File: src/rtl/j68_bus_loader_if.sv
// Command/response byte streams and j68 data-bus signals of the bus loader.
// Latency: none, this is plain wiring between the loader and its environment.
// Backpressure: valid/ready on the byte streams, data_ack stretches bus accesses.
interface j68_bus_loader_if;
  logic        cmd_valid;
  logic        cmd_ready;
  logic [7:0]  cmd_data;
  logic        rsp_valid;
  logic        rsp_ready;
  logic [7:0]  rsp_data;
  logic        rd_ena;
  logic        wr_ena;
  logic        data_ack;
  logic [1:0]  byte_ena;
  logic [31:0] address;
  logic [15:0] wr_data;
  logic [15:0] rd_data;
  logic [2:0]  fc;
  logic        busy;

  // loader side: consumes commands, drives the bus, produces responses
  modport master (
    input  cmd_valid, cmd_data, rsp_ready, data_ack, rd_data,
    output cmd_ready, rsp_valid, rsp_data, rd_ena, wr_ena, byte_ena,
           address, wr_data, fc, busy
  );

  // environment side: command source, response sink and bus responder
  modport slave (
    output cmd_valid, cmd_data, rsp_ready, data_ack, rd_data,
    input  cmd_ready, rsp_valid, rsp_data, rd_ena, wr_ena, byte_ena,
           address, wr_data, fc, busy
  );
endinterface

File: src/rtl/j68_bus_loader.sv
// Byte-stream command channel to j68 word/byte bus accesses, with byte responses.
// Latency: bus request one cycle after the last command byte, response one cycle after ack/timeout.
// Backpressure: cmd_ready low outside IDLE/ADDR/DATA; rsp_valid/rsp_data held until rsp_ready.
module j68_bus_loader #(
  parameter int unsigned TIMEOUT = 255,
  parameter logic [2:0]  FC_CODE = 3'b101
) (
  input logic              clk,
  input logic              rst,
  input logic              clk_ena,
  j68_bus_loader_if.master lb
);

  typedef enum logic [2:0] {S_IDLE, S_ADDR, S_DATA, S_BUS, S_RESP} state_t;
  typedef enum logic [1:0] {OP_W, OP_R, OP_B} op_t;

  // last timeout count value before the access is abandoned
  localparam logic [15:0] TO_LAST = 16'(TIMEOUT - 1);

  state_t      state_q, state_d;
  op_t         op_q, op_d;
  logic [1:0]  cnt_q, cnt_d;
  logic [31:0] addr_sh_q, addr_sh_d;
  logic [7:0]  dat_q, dat_d;
  logic [15:0] tcnt_q, tcnt_d;
  logic        cmd_ready_q, cmd_ready_d;
  logic        rd_ena_q, rd_ena_d;
  logic        wr_ena_q, wr_ena_d;
  logic [1:0]  byte_ena_q, byte_ena_d;
  logic [31:0] address_q, address_d;
  logic [15:0] wr_data_q, wr_data_d;
  logic [2:0]  fc_q, fc_d;
  logic        rsp_valid_q, rsp_valid_d;
  logic [7:0]  rsp_data_q, rsp_data_d;
  logic [7:0]  rsp_lo_q, rsp_lo_d;
  logic        rsp_more_q, rsp_more_d;

  logic        cmd_fire;
  logic        rsp_fire;
  logic        op_known;
  op_t         op_in;
  logic        bus_ack;
  logic        bus_to;
  logic        bus_entry;
  logic [31:0] addr_full;
  logic [31:0] bus_addr;

  assign cmd_fire  = lb.cmd_valid & cmd_ready_q & clk_ena;
  assign rsp_fire  = rsp_valid_q & lb.rsp_ready & clk_ena;
  assign op_known  = (lb.cmd_data == 8'h57) || (lb.cmd_data == 8'h52) || (lb.cmd_data == 8'h42);
  assign op_in     = (lb.cmd_data == 8'h52) ? OP_R : (lb.cmd_data == 8'h42) ? OP_B : OP_W;
  assign bus_ack   = (state_q == S_BUS) & clk_ena & lb.data_ack;
  assign bus_to    = (state_q == S_BUS) & clk_ena & ~lb.data_ack & (tcnt_q == TO_LAST);
  assign addr_full = {addr_sh_q[23:0], lb.cmd_data};
  // reads start straight from ADDR, so the final address byte is still on cmd_data
  assign bus_addr  = (state_q == S_ADDR) ? addr_full : addr_sh_q;
  assign bus_entry = (state_q != S_BUS) && (state_d == S_BUS);

  // state register
  always_ff @(posedge clk) begin
    if (rst) state_q <= S_IDLE;
    else     state_q <= state_d;
  end

  // next-state: command byte sequencing, bus completion, response drain
  always_comb begin
    state_d = state_q;
    unique case (state_q)
      S_IDLE: if (cmd_fire) state_d = op_known ? S_ADDR : S_RESP;
      S_ADDR: if (cmd_fire && cnt_q == 2'd0) state_d = (op_q == OP_R) ? S_BUS : S_DATA;
      S_DATA: if (cmd_fire && cnt_q == 2'd0) state_d = S_BUS;
      S_BUS:  if (bus_ack || bus_to) state_d = S_RESP;
      S_RESP: if (rsp_fire && !rsp_more_q) state_d = S_IDLE;
      default: state_d = S_IDLE;
    endcase
  end

  // outputs and datapath: shift registers, bus request, timeout, response bytes
  always_comb begin
    op_d        = op_q;
    cnt_d       = cnt_q;
    addr_sh_d   = addr_sh_q;
    dat_d       = dat_q;
    tcnt_d      = tcnt_q;
    rd_ena_d    = rd_ena_q;
    wr_ena_d    = wr_ena_q;
    byte_ena_d  = byte_ena_q;
    address_d   = address_q;
    wr_data_d   = wr_data_q;
    fc_d        = fc_q;
    rsp_valid_d = rsp_valid_q;
    rsp_data_d  = rsp_data_q;
    rsp_lo_d    = rsp_lo_q;
    rsp_more_d  = rsp_more_q;
    cmd_ready_d = (state_d == S_IDLE) || (state_d == S_ADDR) || (state_d == S_DATA);

    unique case (state_q)
      S_IDLE: begin
        if (cmd_fire) begin
          op_d  = op_in;
          cnt_d = 2'd3;
          if (!op_known) begin
            rsp_valid_d = 1'b1;
            rsp_data_d  = 8'h3F;
            rsp_more_d  = 1'b0;
          end
        end
      end
      S_ADDR: begin
        if (cmd_fire) begin
          addr_sh_d = addr_full;
          if (cnt_q != 2'd0) cnt_d = cnt_q - 2'd1;
          else               cnt_d = (op_q == OP_W) ? 2'd1 : 2'd0;
        end
      end
      S_DATA: begin
        if (cmd_fire) begin
          dat_d = lb.cmd_data;
          if (cnt_q != 2'd0) cnt_d = cnt_q - 2'd1;
        end
      end
      S_BUS: begin
        if (bus_ack || bus_to) begin
          rd_ena_d    = 1'b0;
          wr_ena_d    = 1'b0;
          byte_ena_d  = 2'b00;
          fc_d        = 3'b000;
          rsp_valid_d = 1'b1;
          rsp_more_d  = 1'b0;
          if (!bus_ack) begin
            rsp_data_d = 8'h21;
          end else if (op_q == OP_R) begin
            rsp_data_d = lb.rd_data[15:8];
            rsp_lo_d   = lb.rd_data[7:0];
            rsp_more_d = 1'b1;
          end else begin
            rsp_data_d = 8'h2E;
          end
        end else if (clk_ena) begin
          tcnt_d = tcnt_q + 16'd1;
        end
      end
      S_RESP: begin
        if (rsp_fire) begin
          if (rsp_more_q) begin
            rsp_data_d = rsp_lo_q;
            rsp_more_d = 1'b0;
          end else begin
            rsp_valid_d = 1'b0;
          end
        end
      end
      default: ;
    endcase

    if (bus_entry) begin
      address_d = {bus_addr[31:1], 1'b0};
      fc_d      = FC_CODE;
      tcnt_d    = 16'd0;
      rd_ena_d  = (op_q == OP_R);
      wr_ena_d  = (op_q != OP_R);
      unique case (op_q)
        OP_W: begin
          byte_ena_d = 2'b11;
          wr_data_d  = {dat_q, lb.cmd_data};
        end
        OP_B: begin
          byte_ena_d = bus_addr[0] ? 2'b01 : 2'b10;
          wr_data_d  = {lb.cmd_data, lb.cmd_data};
        end
        default: byte_ena_d = 2'b11;
      endcase
    end
  end

  // datapath registers; every _d already holds its value when clk_ena is low
  always_ff @(posedge clk) begin
    if (rst) begin
      op_q        <= OP_W;
      cnt_q       <= 2'd0;
      addr_sh_q   <= 32'd0;
      dat_q       <= 8'd0;
      tcnt_q      <= 16'd0;
      cmd_ready_q <= 1'b0;
      rd_ena_q    <= 1'b0;
      wr_ena_q    <= 1'b0;
      byte_ena_q  <= 2'b00;
      address_q   <= 32'd0;
      wr_data_q   <= 16'd0;
      fc_q        <= 3'b000;
      rsp_valid_q <= 1'b0;
      rsp_data_q  <= 8'd0;
      rsp_lo_q    <= 8'd0;
      rsp_more_q  <= 1'b0;
    end else begin
      op_q        <= op_d;
      cnt_q       <= cnt_d;
      addr_sh_q   <= addr_sh_d;
      dat_q       <= dat_d;
      tcnt_q      <= tcnt_d;
      cmd_ready_q <= cmd_ready_d;
      rd_ena_q    <= rd_ena_d;
      wr_ena_q    <= wr_ena_d;
      byte_ena_q  <= byte_ena_d;
      address_q   <= address_d;
      wr_data_q   <= wr_data_d;
      fc_q        <= fc_d;
      rsp_valid_q <= rsp_valid_d;
      rsp_data_q  <= rsp_data_d;
      rsp_lo_q    <= rsp_lo_d;
      rsp_more_q  <= rsp_more_d;
    end
  end

  assign lb.cmd_ready = cmd_ready_q;
  assign lb.rsp_valid = rsp_valid_q;
  assign lb.rsp_data  = rsp_data_q;
  assign lb.rd_ena    = rd_ena_q;
  assign lb.wr_ena    = wr_ena_q;
  assign lb.byte_ena  = byte_ena_q;
  assign lb.address   = address_q;
  assign lb.wr_data   = wr_data_q;
  assign lb.fc        = fc_q;
  assign lb.busy      = (state_q != S_IDLE);

endmodule
File: src/flat_wrapper.sv
// flat-port wrapper written by rule: the top's interface ports become plain ports
module j68_bus_loader_flat 
#(
  parameter int unsigned TIMEOUT = 255,
  parameter logic [2:0]  FC_CODE = 3'b101
)
  (clk, rst, clk_ena, lb_cmd_valid, lb_cmd_data, lb_rsp_ready, lb_data_ack, lb_rd_data, lb_cmd_ready, lb_rsp_valid, lb_rsp_data, lb_rd_ena, lb_wr_ena, lb_byte_ena, lb_address, lb_wr_data, lb_fc, lb_busy);
  j68_bus_loader_if lb_i ();
  input logic clk;
  input logic rst;
  input logic clk_ena;
  input wire logic [$bits(lb_i.cmd_valid)-1:0] lb_cmd_valid;
  input wire logic [$bits(lb_i.cmd_data)-1:0] lb_cmd_data;
  input wire logic [$bits(lb_i.rsp_ready)-1:0] lb_rsp_ready;
  input wire logic [$bits(lb_i.data_ack)-1:0] lb_data_ack;
  input wire logic [$bits(lb_i.rd_data)-1:0] lb_rd_data;
  output wire logic [$bits(lb_i.cmd_ready)-1:0] lb_cmd_ready;
  output wire logic [$bits(lb_i.rsp_valid)-1:0] lb_rsp_valid;
  output wire logic [$bits(lb_i.rsp_data)-1:0] lb_rsp_data;
  output wire logic [$bits(lb_i.rd_ena)-1:0] lb_rd_ena;
  output wire logic [$bits(lb_i.wr_ena)-1:0] lb_wr_ena;
  output wire logic [$bits(lb_i.byte_ena)-1:0] lb_byte_ena;
  output wire logic [$bits(lb_i.address)-1:0] lb_address;
  output wire logic [$bits(lb_i.wr_data)-1:0] lb_wr_data;
  output wire logic [$bits(lb_i.fc)-1:0] lb_fc;
  output wire logic [$bits(lb_i.busy)-1:0] lb_busy;
  assign lb_i.cmd_valid = lb_cmd_valid;
  assign lb_i.cmd_data = lb_cmd_data;
  assign lb_i.rsp_ready = lb_rsp_ready;
  assign lb_i.data_ack = lb_data_ack;
  assign lb_i.rd_data = lb_rd_data;
  assign lb_cmd_ready = lb_i.cmd_ready;
  assign lb_rsp_valid = lb_i.rsp_valid;
  assign lb_rsp_data = lb_i.rsp_data;
  assign lb_rd_ena = lb_i.rd_ena;
  assign lb_wr_ena = lb_i.wr_ena;
  assign lb_byte_ena = lb_i.byte_ena;
  assign lb_address = lb_i.address;
  assign lb_wr_data = lb_i.wr_data;
  assign lb_fc = lb_i.fc;
  assign lb_busy = lb_i.busy;
  j68_bus_loader #(.TIMEOUT(TIMEOUT), .FC_CODE(FC_CODE)) u_core (.clk(clk), .rst(rst), .clk_ena(clk_ena), .lb(lb_i));
endmodule
File: config.mk
export PLATFORM = sky130hd
export DESIGN_NAME = j68_bus_loader_flat
export DESIGN_NICKNAME = d
export VERILOG_FILES = /design/src/rtl/j68_bus_loader_if.sv /design/src/rtl/j68_bus_loader.sv /design/src/flat_wrapper.sv
export SDC_FILE = /design/constraint.sdc
export NUM_CORES = 1
export LEC_CHECK = 0
export ABC_AREA = 1
export BUFFER_PORTS_ARGS = -buffer_cell sky130_fd_sc_hd__buf_2
export CORE_ASPECT_RATIO = 0.8
export CORE_MARGIN = 2
export CORE_UTILIZATION = 45
export CTS_BUF_LIST = sky130_fd_sc_hd__clkbuf_16
export DETAILED_ROUTE_END_ITERATION = 12
export PLACE_DENSITY = 0.69
export SYNTH_ARGS = -nofsm -noshare
export SYNTH_HDL_FRONTEND = slang
export SYNTH_SLANG_ARGS = --single-unit
File: constraint.sdc
create_clock -name clk -period 2.5 [get_ports clk]
set_input_delay 0.5 -clock clk [delete_from_list [all_inputs] [get_ports clk]]
set_output_delay 0.5 -clock clk [all_outputs]
set_load 0.1 [all_outputs]
==> impl_metrics.env, run 1 <==
export IMPL_switchingPower_w=0.00120
export IMPL_cts_root_buffer="clkbuf_16"
export IMPL_finalSetupTns_ps=0
export IMPL_synth_seq_cells=134
export IMPL_grt_max_degree=65
export IMPL_swShare_pct=24.6
export IMPL_pin_count=96
export IMPL_die_x_um=133
export IMPL_worstReg2RegEnd="u_core.lb.byte_ena[1]"
export IMPL_async_reset_ff_share_pct=0
export IMPL_power_density_mw_per_mm2=678
export IMPL_slew_violations=0
export IMPL_clk_path_buf_depth=2
export IMPL_critPathKind="flip-flop to flip-flop"
export IMPL_tritoncts="done"
export IMPL_p_clk_share_pct=49.5
export IMPL_hold_class="primary input to flip-flop"
export IMPL_cap_violations=0
export IMPL_gp_congestion=0.851
export IMPL_r2r_start="u_core.tcnt_q[1]"
export IMPL_critPathRequiredTime_ps=2840
export IMPL_nets=974
export IMPL_synth_cell_types=37
export IMPL_cts_sinks=134
export IMPL_r2r_cells=10
export IMPL_via_per_inst=5.01
export IMPL_postRouteAntennaNets=0
export IMPL_final_cell_mix="nand2_1 (216), dfxtp_1 (134), a21oi_1 (101)"
export IMPL_first_pass_iters=5
export IMPL_period_needed_ps=2160
export IMPL_final_common_cell="nand2_1"
export IMPL_rsz0062_at_grt="false"
export IMPL_drive_gt1_share_pct=16.8
export IMPL_start_util_pct=46.4
export IMPL_num_rows=37
export IMPL_slew_headroom_pct=53.9
export IMPL_core_area_sq_mm=0.0129
export IMPL_r2r_setup_slack_ps=340
export IMPL_power_w=0.00486
export IMPL_port_buffers=93
export IMPL_grt_use_total_pct=21.8
export IMPL_fmaxAchievable_mhz=463
export IMPL_drt_drc_violations_left=0
export IMPL_timing_final_crit_share_pct=86.5
export IMPL_syn_avg_cell_area_sq_um=7.02
export IMPL_finalWirelength_um=15100
export IMPL_finalNonFillerCells=1128
export IMPL_setup_violations=0
export IMPL_clk_latency_ps=420
export IMPL_grt_overflow_total=0
export IMPL_crit_arrival_ps=2500
export IMPL_numPlacedInstances=1096
export IMPL_status="finished, final reports clean"
export IMPL_power_leakage_nw=3.03
export IMPL_area_delta_synth_final_pct=19.7
export IMPL_cts_setup_buffers=0
export IMPL_grt_pass1_wl_um=25000
export IMPL_synth_area_sq_mm=0.00600
export IMPL_pwr_share_seq_pct=44.5
export IMPL_first_iter_violations=448
export IMPL_finish_utilization_pct=55.5
export IMPL_antenna_found_initial=0
export IMPL_wl_per_cell_um=13.4
export IMPL_cts_max_level=4
export IMPL_p_int_w=0.00366
export IMPL_synth_edf_count=0
export IMPL_hold_path_endpoint="u_core.rsp_lo_q[6]"
export IMPL_cts_resized=0
export IMPL_vias=5651
export IMPL_dp_hpwl_um=10200
export IMPL_clkTransAtPathRegs_ps=60
export IMPL_grt_pass1_vias=5068
export IMPL_hp_start="lb_rd_data[6]"
export IMPL_synthFlopType="dfxtp_1"
export IMPL_worstHoldPathCells=3
export IMPL_die_h_um=107
export IMPL_critPathCaptureType="flip-flop"
export IMPL_ys_warn_count=0
export IMPL_die_area_sq_mm=0.0143
export IMPL_hold_viol=0
export IMPL_ctsHoldBuffers=0
export IMPL_startpoint_type="flip-flop"
export IMPL_fin_skew_ps=8.42
export IMPL_p_comb_share_pct=6.0
export IMPL_vdd_ir_drop_max_mv=0.534
export IMPL_postSynthCellCount=854
export IMPL_diodes=0
export IMPL_yosysSeqAreaShare_pct=44.7
export IMPL_numCtsBuffers=17
export IMPL_tightest_slew_ps=692
export IMPL_worstPathMaxFanout=35
-- through the flow --
stage | hold slack (ps) | instance area (sq um) | setup WS [ps]
floorplan | 426 | 6000 | 33.7
global placement | 448 | 6610 | 193
detailed placement | 449 | 6610 | 99.9
CTS | 324 | 7170 | 304
global route | 355 | 7170 | 87.0
finish | 330 | 7170 | 339
-- cells in the mapped netlist, drive strengths merged (3+ instances only) --
cell	instances	area share (%)
o211ai	5	0.63
a211oi	15	1.9
ha	4	0.83
nor3	8	0.67
nand3	30	2.8
xnor2	3	0.44
buf	18	2.0
nand2	218	14
nand4	11	1.3
nor2	77	4.9
or2	3	0.31
dfxtp	134	45
a21oi	101	8.4
clkbuf	27	1.7
nor3b	3	0.38
inv	89	5.6
o21ai	90	7.5
xor2	6	0.88
-- state kept, by name (all words and copies together) (netlist names), 2 cells and up --
register and cells:
u_core.addr_sh_q 32, u_core.rsp_lo_q 8, u_core.lb.byte_ena 2, u_core.state_q 3, u_core.tcnt_q 16, u_core.lb.rsp_data 8, u_core.dat_q 8, u_core.op_q 2
u_core.lb.address 31, u_core.cnt_q 2, u_core.lb.wr_data 16
-- worst max-delay path by stage --
| stage | to | cells past startpoint | slack, ps | start |
|---|---|---|---|---|
| floorplan | u_core.lb.address[10] | 10 | 30 | u_core.lb.cmd_ready |
| global placement | u_core.lb.rd_ena | 11 | 190 | clk_ena |
| detailed placement | u_core.lb.address[26] | 10 | 100 | clk_ena |
| CTS | u_core.lb.byte_ena[1] | 9 | 300 | u_core.lb.cmd_ready |
| global route | u_core.lb.byte_ena[1] | 11 | 90 | u_core.cnt_q[0] |
| finish | u_core.lb.byte_ena[1] | 10 | 340 | u_core.tcnt_q[1] |
-- per-layer routing --
layer	global-route usage, %	vias up	share of wire, %
li1	-	2947	-
met1	32.5	2536	52
met2	31.3	153	41
met3	5.15	15	6.0
met4	5.99	0	0.91
met5	0	-	0
-- worst max-delay path: stages (launching register included) --
cell and delay, ps:
dfxtp_1 410, ha_1 170, nand3_1 70, nor2_1 140
nand3_1 160, nand3_2 170, nand2_1 160, nand3_2 160
buf_4 350, nand3_1 130, a21oi_1 160
-- logic make-up after synthesis --
family                   Yosys count  share of synthesized area, %
buffers and inverters            136                          9.41
flip-flops                       134                          44.7
adder cells (fa/ha/maj)            4                         0.835
other                              1                        0.0625
XOR/XNOR                           9                          1.31
AND/OR/NAND/NOR                  351                          24.2
AO/OA/AOI/OAI                    219                          19.5
-- power by group through the flow --
stage               registers [W]  logic (W)  clock network [W]
floorplan                 0.00229   0.000128                  0
global placement          0.00221   0.000289                  0
detailed placement        0.00221   0.000290                  0
CTS                       0.00216   0.000292            0.00243
global route              0.00216   0.000316            0.00254
finish                    0.00216   0.000292            0.00241
-- final cells by class --
| type | count | area [sq um] |
|---|---|---|
| Fill cell | 1285 | 5740 |
| Multi-Input combinational cell | 585 | 2760 |
| Sequential cell | 134 | 2680 |
| Timing Repair Buffer | 111 | 613 |
| Clock buffer | 17 | 425 |
| Inverter | 91 | 342 |
| Tap cell | 175 | 219 |
| Clock inverter | 15 | 138 |
Power figures use the tool's default switching activity.
==> run 2: changes to the inputs <==
==> constraint.sdc (replaced) <==
create_clock -name clk -period 2.5 [get_ports clk]
set_input_delay 0 -clock clk [delete_from_list [all_inputs] [get_ports clk]]
set_output_delay 0 -clock clk [all_outputs]
set_load 0.1 [all_outputs]
==> impl_metrics.env, run 2 (synthesized netlist as in run 1, its figures left out) <==
export IMPL_status="finished, final reports clean"
export IMPL_wl_met1_um=7760
export IMPL_antenna_found_initial=0
export IMPL_grt_pass1_vias=4897
export IMPL_power_leakage_nw=3.10
export IMPL_hold_class="primary input to flip-flop"
export IMPL_start_util_pct=46.4
export IMPL_cts_max_level=4
export IMPL_area_delta_synth_final_pct=22.0
export IMPL_vias=5625
export IMPL_grt_max_degree=65
export IMPL_slew_violations=0
export IMPL_critPathRequiredTime_ps=2830
export IMPL_pin_count=96
export IMPL_first_iter_violations=363
export IMPL_setup_violations=0
export IMPL_topRoutingLayerUsed="met4"
export IMPL_fin_skew_ps=5.16
export IMPL_worstPathMaxFanout=20
export IMPL_tightest_slew_ps=709
export IMPL_die_area_sq_mm=0.0143
export IMPL_cap_violations=0
export IMPL_clkTransAtPathRegs_ps=60
export IMPL_postRouteAntennaNets=0
export IMPL_fmaxAchievable_mhz=471
export IMPL_port_buffers=93
export IMPL_finalWirelength_um=14600
export IMPL_num_rows=37
export IMPL_met3WireLength_um=914
export IMPL_wl_per_cell_um=12.8
export IMPL_startpoint_type="flip-flop"
export IMPL_cts_setup_buffers=0
export IMPL_hold_viol=0
export IMPL_cts_sinks=134
export IMPL_crit_arrival_ps=2460
export IMPL_grt_use_total_pct=21.1
export IMPL_finalSetupTns_ps=0
export IMPL_rsz0062_at_grt="false"
export IMPL_grt_pass1_wl_um=24200
export IMPL_dp_hpwl_um=10000
export IMPL_setup_slack_ps=377
export IMPL_n_fill_cell=1259
export IMPL_clk_path_buf_depth=2
export IMPL_period_needed_ps=2120
export IMPL_grt_overflow_total=0
export IMPL_largest_reg_flops=32
export IMPL_wl_met2_um=5800
export IMPL_power_density_mw_per_mm2=670
export IMPL_numCtsBuffers=17
export IMPL_dpl_worst_slack_ps=378
export IMPL_die_x_um=133
export IMPL_first_pass_iters=5
export IMPL_critPathKind="flip-flop to flip-flop"
export IMPL_final_common_cell="nand2_1"
export IMPL_vdd_ir_drop_max_mv=0.522
export IMPL_clk_latency_ps=410
export IMPL_path_delay_family="buffers and inverters"
export IMPL_cts_root_buffer="clkbuf_16"
export IMPL_final_cell_mix="nand2_1 (215), dfxtp_1 (134), a21oi_1 (101)"
export IMPL_via_per_inst=4.94
export IMPL_diodes=0
export IMPL_nets=986
export IMPL_regMostFlops="u_core.addr_sh_q"
export IMPL_tritoncts="done"
export IMPL_core_area_sq_mm=0.0129
export IMPL_slew_headroom_pct=52.7
export IMPL_drt_drc_violations_left=0
export IMPL_path_cells="inv_1 > nor2_1 > nand2_2 > inv_2 > a21oi_1 > nand2_1 > nand3_2 > inv_2 > buf_12 > nand2_1 > a21oi_1"
export IMPL_drive_gt1_share_pct=16.0
export IMPL_die_h_um=107
export IMPL_timing_final_crit_share_pct=84.9
export IMPL_cp_num_buf_inv=4
export IMPL_gp_congestion=0.852
export IMPL_crit_path_max_incr_delay_ps=430
export IMPL_cp_slowest_cell="dfxtp_1"
export IMPL_critPathCaptureType="flip-flop"
==> run 2: cell count changes in the layout (fill, tap and decap cells not counted), sizes merged <==
cell and change:
dlygate4sd3 +16, buf -4, clkinvlp -4, inv +2
bufinv +1
==> run 2: what timing repair did <==
action / 4_1_cts / 5_1_grt
hold buffers: 16 / 0
setup endpoints to repair: 0 / 1
hold endpoints to repair: 31 / 0
resized for setup: 0 / 1
==> run 2: per-stage QoR <==
stage               utilization (%)  total power, W  hold slack [ps]  instances  instance area [sq um]
global placement               51.0         0.00249              258       1092                   6580
detailed placement             51.0         0.00250              251       1092                   6580
floorplan                         -         0.00242              135        855                   6000
global route                   56.6         0.00506             60.0       1139                   7310
finish                         56.6         0.00490             26.5       1139                   7310
CTS                            56.6         0.00494             18.1       1139                   7310
==> run 2: worst register-to-register path, stage by stage, from the launching register on <==
cell,delay (ps)
dfxtp_1,430
inv_1,60
nor2_1,110
nand2_2,80
inv_2,210
a21oi_1,140
nand2_1,190
nand3_2,180
inv_2,260
buf_12,190
nand2_1,70
a21oi_1,130
==> run 2: power by group <==
part | total [W] | internal (W) | switching [W]
logic | 0.000308 | 0.0000763 | 0.000232
registers | 0.00216 | 0.00215 | 0.00000966
clock network | 0.00243 | 0.00154 | 0.000896
==> run 2: routing by layer <==
metal  track usage, %  vias up
met5                0        -
met4             5.68        0
met3             5.30        9
met2             29.7      159
met1             31.8     2497
li1                 -     2960
==> run 2: final cells by class <==
type / instances / area [sq um] / share of cell area (%)
repair buffers: 123 / 743 / 10.2
multi-input cells: 585 / 2760 / 37.7
inverters: 91 / 342 / 4.67
flip-flops and latches: 134 / 2680 / 36.7
clock inverters: 14 / 145 / 1.98
clock buffers: 17 / 425 / 5.82
well taps: 175 / 219 / 2.99
==> run 2: worst paths after layout <==
kind | start | endpoint | slack (ps) | cells past startpoint
max | u_core.state_q[0] | u_core.lb.address[25] | 380 | 11
min | lb_rd_data[12] | u_core.lb.rsp_data[4] | 30 | 5
max reg2reg | u_core.state_q[0] | u_core.lb.address[25] | 380 | 11
min reg2reg | u_core.lb.address[27] | u_core.lb.address[27] | 460 | 2
==> run 3: changes to the inputs <==
PLACE_DENSITY = 0.71   (was 0.69)
clock period = 1.85 ns   (was 2.5 ns; I/O delays follow)
==> impl_metrics.env, run 3 (synthesized netlist as in run 1, its figures left out) <==
export IMPL_num_rows=37
export IMPL_die_x_um=133
export IMPL_r2r_setup_slack_ps=-50
export IMPL_crit_arrival_ps=2210
export IMPL_diodes=0
export IMPL_die_h_um=107
export IMPL_worstReg2RegEnd="u_core.lb.wr_data[10]"
export IMPL_worstPathMaxFanout=8
export IMPL_critPathRequiredTime_ps=2160
export IMPL_cp_num_buf_inv=4
export IMPL_antenna_found_initial=0
export IMPL_via_per_inst=5.11
export IMPL_numCtsBuffers=17
export IMPL_rsz0062_at_grt="true"
export IMPL_clk_latency_ps=420
export IMPL_crit_path_max_incr_delay_ps=320
export IMPL_die_area_sq_mm=0.0143
export IMPL_drive_gt1_share_pct=28.8
export IMPL_violations="negative setup slack"
export IMPL_vdd_ir_drop_max_mv=0.701
export IMPL_drt_drc_violations_left=0
export IMPL_seq_area_sq_mm=0.00270
export IMPL_finalWirelength_um=17000
export IMPL_worstHoldPathCells=5
export IMPL_postRouteAntennaNets=0
export IMPL_final_common_cell="nand2_1"
export IMPL_hp_start="lb_rd_data[12]"
export IMPL_hold_viol=0
export IMPL_first_iter_violations=642
export IMPL_cts_root_buffer="clkbuf_16"
export IMPL_port_buffers=93
export IMPL_path_cells="inv_2 > ha_2 > nand3_2 > nor2_2 > nand3_2 > nand3_4 > nand2_4 > buf_6 > nand4_1 > buf_6 > clkbuf_16 > nand2_2 > nand2_1 > nor2_1"
export IMPL_slew_violations=0
export IMPL_tightest_slew_ps=806
export IMPL_cts_max_level=4
export IMPL_cap_violations=0
export IMPL_cp_slowest_cell="dfxtp_2"
export IMPL_numPlacedInstances=1126
export IMPL_placed_area_sq_mm=0.00690
export IMPL_path_delay_family="simple AND/OR/NAND/NOR gates"
export IMPL_first_pass_iters=5
export IMPL_timing_final_crit_share_pct=103
export IMPL_startpoint_type="flip-flop"
export IMPL_grt_overflow_total=0
export IMPL_wl_per_cell_um=14.2
export IMPL_r2r_start="u_core.tcnt_q[0]"
export IMPL_clk_path_buf_depth=2
export IMPL_critPathKind="flip-flop to flip-flop"
export IMPL_start_util_pct=46.4
export IMPL_dp_hpwl_um=10200
export IMPL_final_cell_mix="nand2_1 (192), dfxtp_1 (125), buf_2 (93)"
export IMPL_hold_class="primary input to flip-flop"
export IMPL_dpl_worst_slack_ps=-115
export IMPL_n_fill_cell=1095
export IMPL_power_density_mw_per_mm2=806
export IMPL_setup_violations=10
export IMPL_slew_headroom_pct=46.3
export IMPL_multiInputGateArea_sq_mm=0.00305
export IMPL_regMostFlops="u_core.addr_sh_q"
export IMPL_core_area_sq_mm=0.0129
export IMPL_fmaxAchievable_mhz=527
export IMPL_area_delta_synth_final_pct=37.5
export IMPL_pin_count=96
export IMPL_gp_congestion=0.891
export IMPL_hold_path_endpoint="u_core.lb.rsp_data[4]"
export IMPL_fin_area_sq_mm=0.00825
export IMPL_fin_skew_ps=11.0
export IMPL_cts_sinks=134
export IMPL_largest_reg_flops=32
export IMPL_fin_hold_ws_ps=12.4
export IMPL_power_leakage_nw=3.47
export IMPL_clkTransAtPathRegs_ps=60
export IMPL_period_needed_ps=1900
export IMPL_grt_max_degree=65
export IMPL_grt_use_total_pct=22.3
export IMPL_finalNonFillerCells=1195
export IMPL_grt_pass1_vias=5136
export IMPL_r2r_cells=14
export IMPL_status="complete, but fails checks"
export IMPL_nets=1042
export IMPL_tritoncts="done"
export IMPL_vias=6106
export IMPL_grt_pass1_wl_um=25400
export IMPL_setup_slack_ps=-49.0
export IMPL_critPathCaptureType="flip-flop"
-- run 3: worst max-delay path by stage --
stage | startpoint | cells past startpoint | end
2_1_floorplan | u_core.state_q[0] | 9 | u_core.tcnt_q[9]
3_3_place_gp | u_core.cnt_q[0] | 11 | u_core.lb.address[7]
3_5_place_dp | u_core.cnt_q[0] | 11 | u_core.lb.address[9]
4_1_cts | u_core.state_q[1] | 11 | u_core.lb.wr_data[11]
5_1_grt | lb_cmd_data[7] | 14 | u_core.lb.address[1]
6_report | u_core.tcnt_q[0] | 14 | u_core.lb.wr_data[10]
-- run 3: power by group --
part	switching, W	total [W]	internal [W]
sequential	0.0000153	0.00292	0.00291
clock	0.00129	0.00325	0.00196
combinational	0.000338	0.000476	0.000138
total	0.00164	0.00665	0.00501
-- run 3: what timing repair did --
action | CTS | global route
setup buffers | 3 | 10
cloned | 1 | 9
gates resized for setup | 5 | 98
hold buffers | 16 | 0
endpoints found under the hold margin | 29 | 0
pin swaps | 2 | 37
endpoints found under the setup margin | 44 | 103
-- run 3: cell type report --
cell class,count,share of cell area [%]
clock inverter,14,1.64
inverter,91,4.23
clock buffer,17,5.16
timing repair buffer,179,16.6
tap,175,2.66
sequential,134,32.8
multi-input combinational,585,37.0
-- run 3: per-stage QoR --
stage	setup TNS, ps	util (%)	power [W]
finish	-310	63.8	0.00665
global route	-3790	63.8	0.00686
CTS	0	59.6	0.00664
detailed placement	-2790	53.4	0.00341
global placement	-1140	53.4	0.00340
floorplan	0	-	0.00328
-- run 3: worst min-delay path: stages --
cell and delay (ps):
buf_2 100, nand3_1 70, o211ai_1 80, nand3_1 90, a21oi_1 60
-- run 3: layer usage --
layer  GRT usage, %  share of wire [%]  up-vias  wire length (um)
met3           4.35                5.9       19              1000
met1           34.0                 50     2811              8420
li1               -                  -     3099                 -
met4           7.60                1.2        0               203
met2           30.9                 43      177              7350
met5              0                  0        -                 0
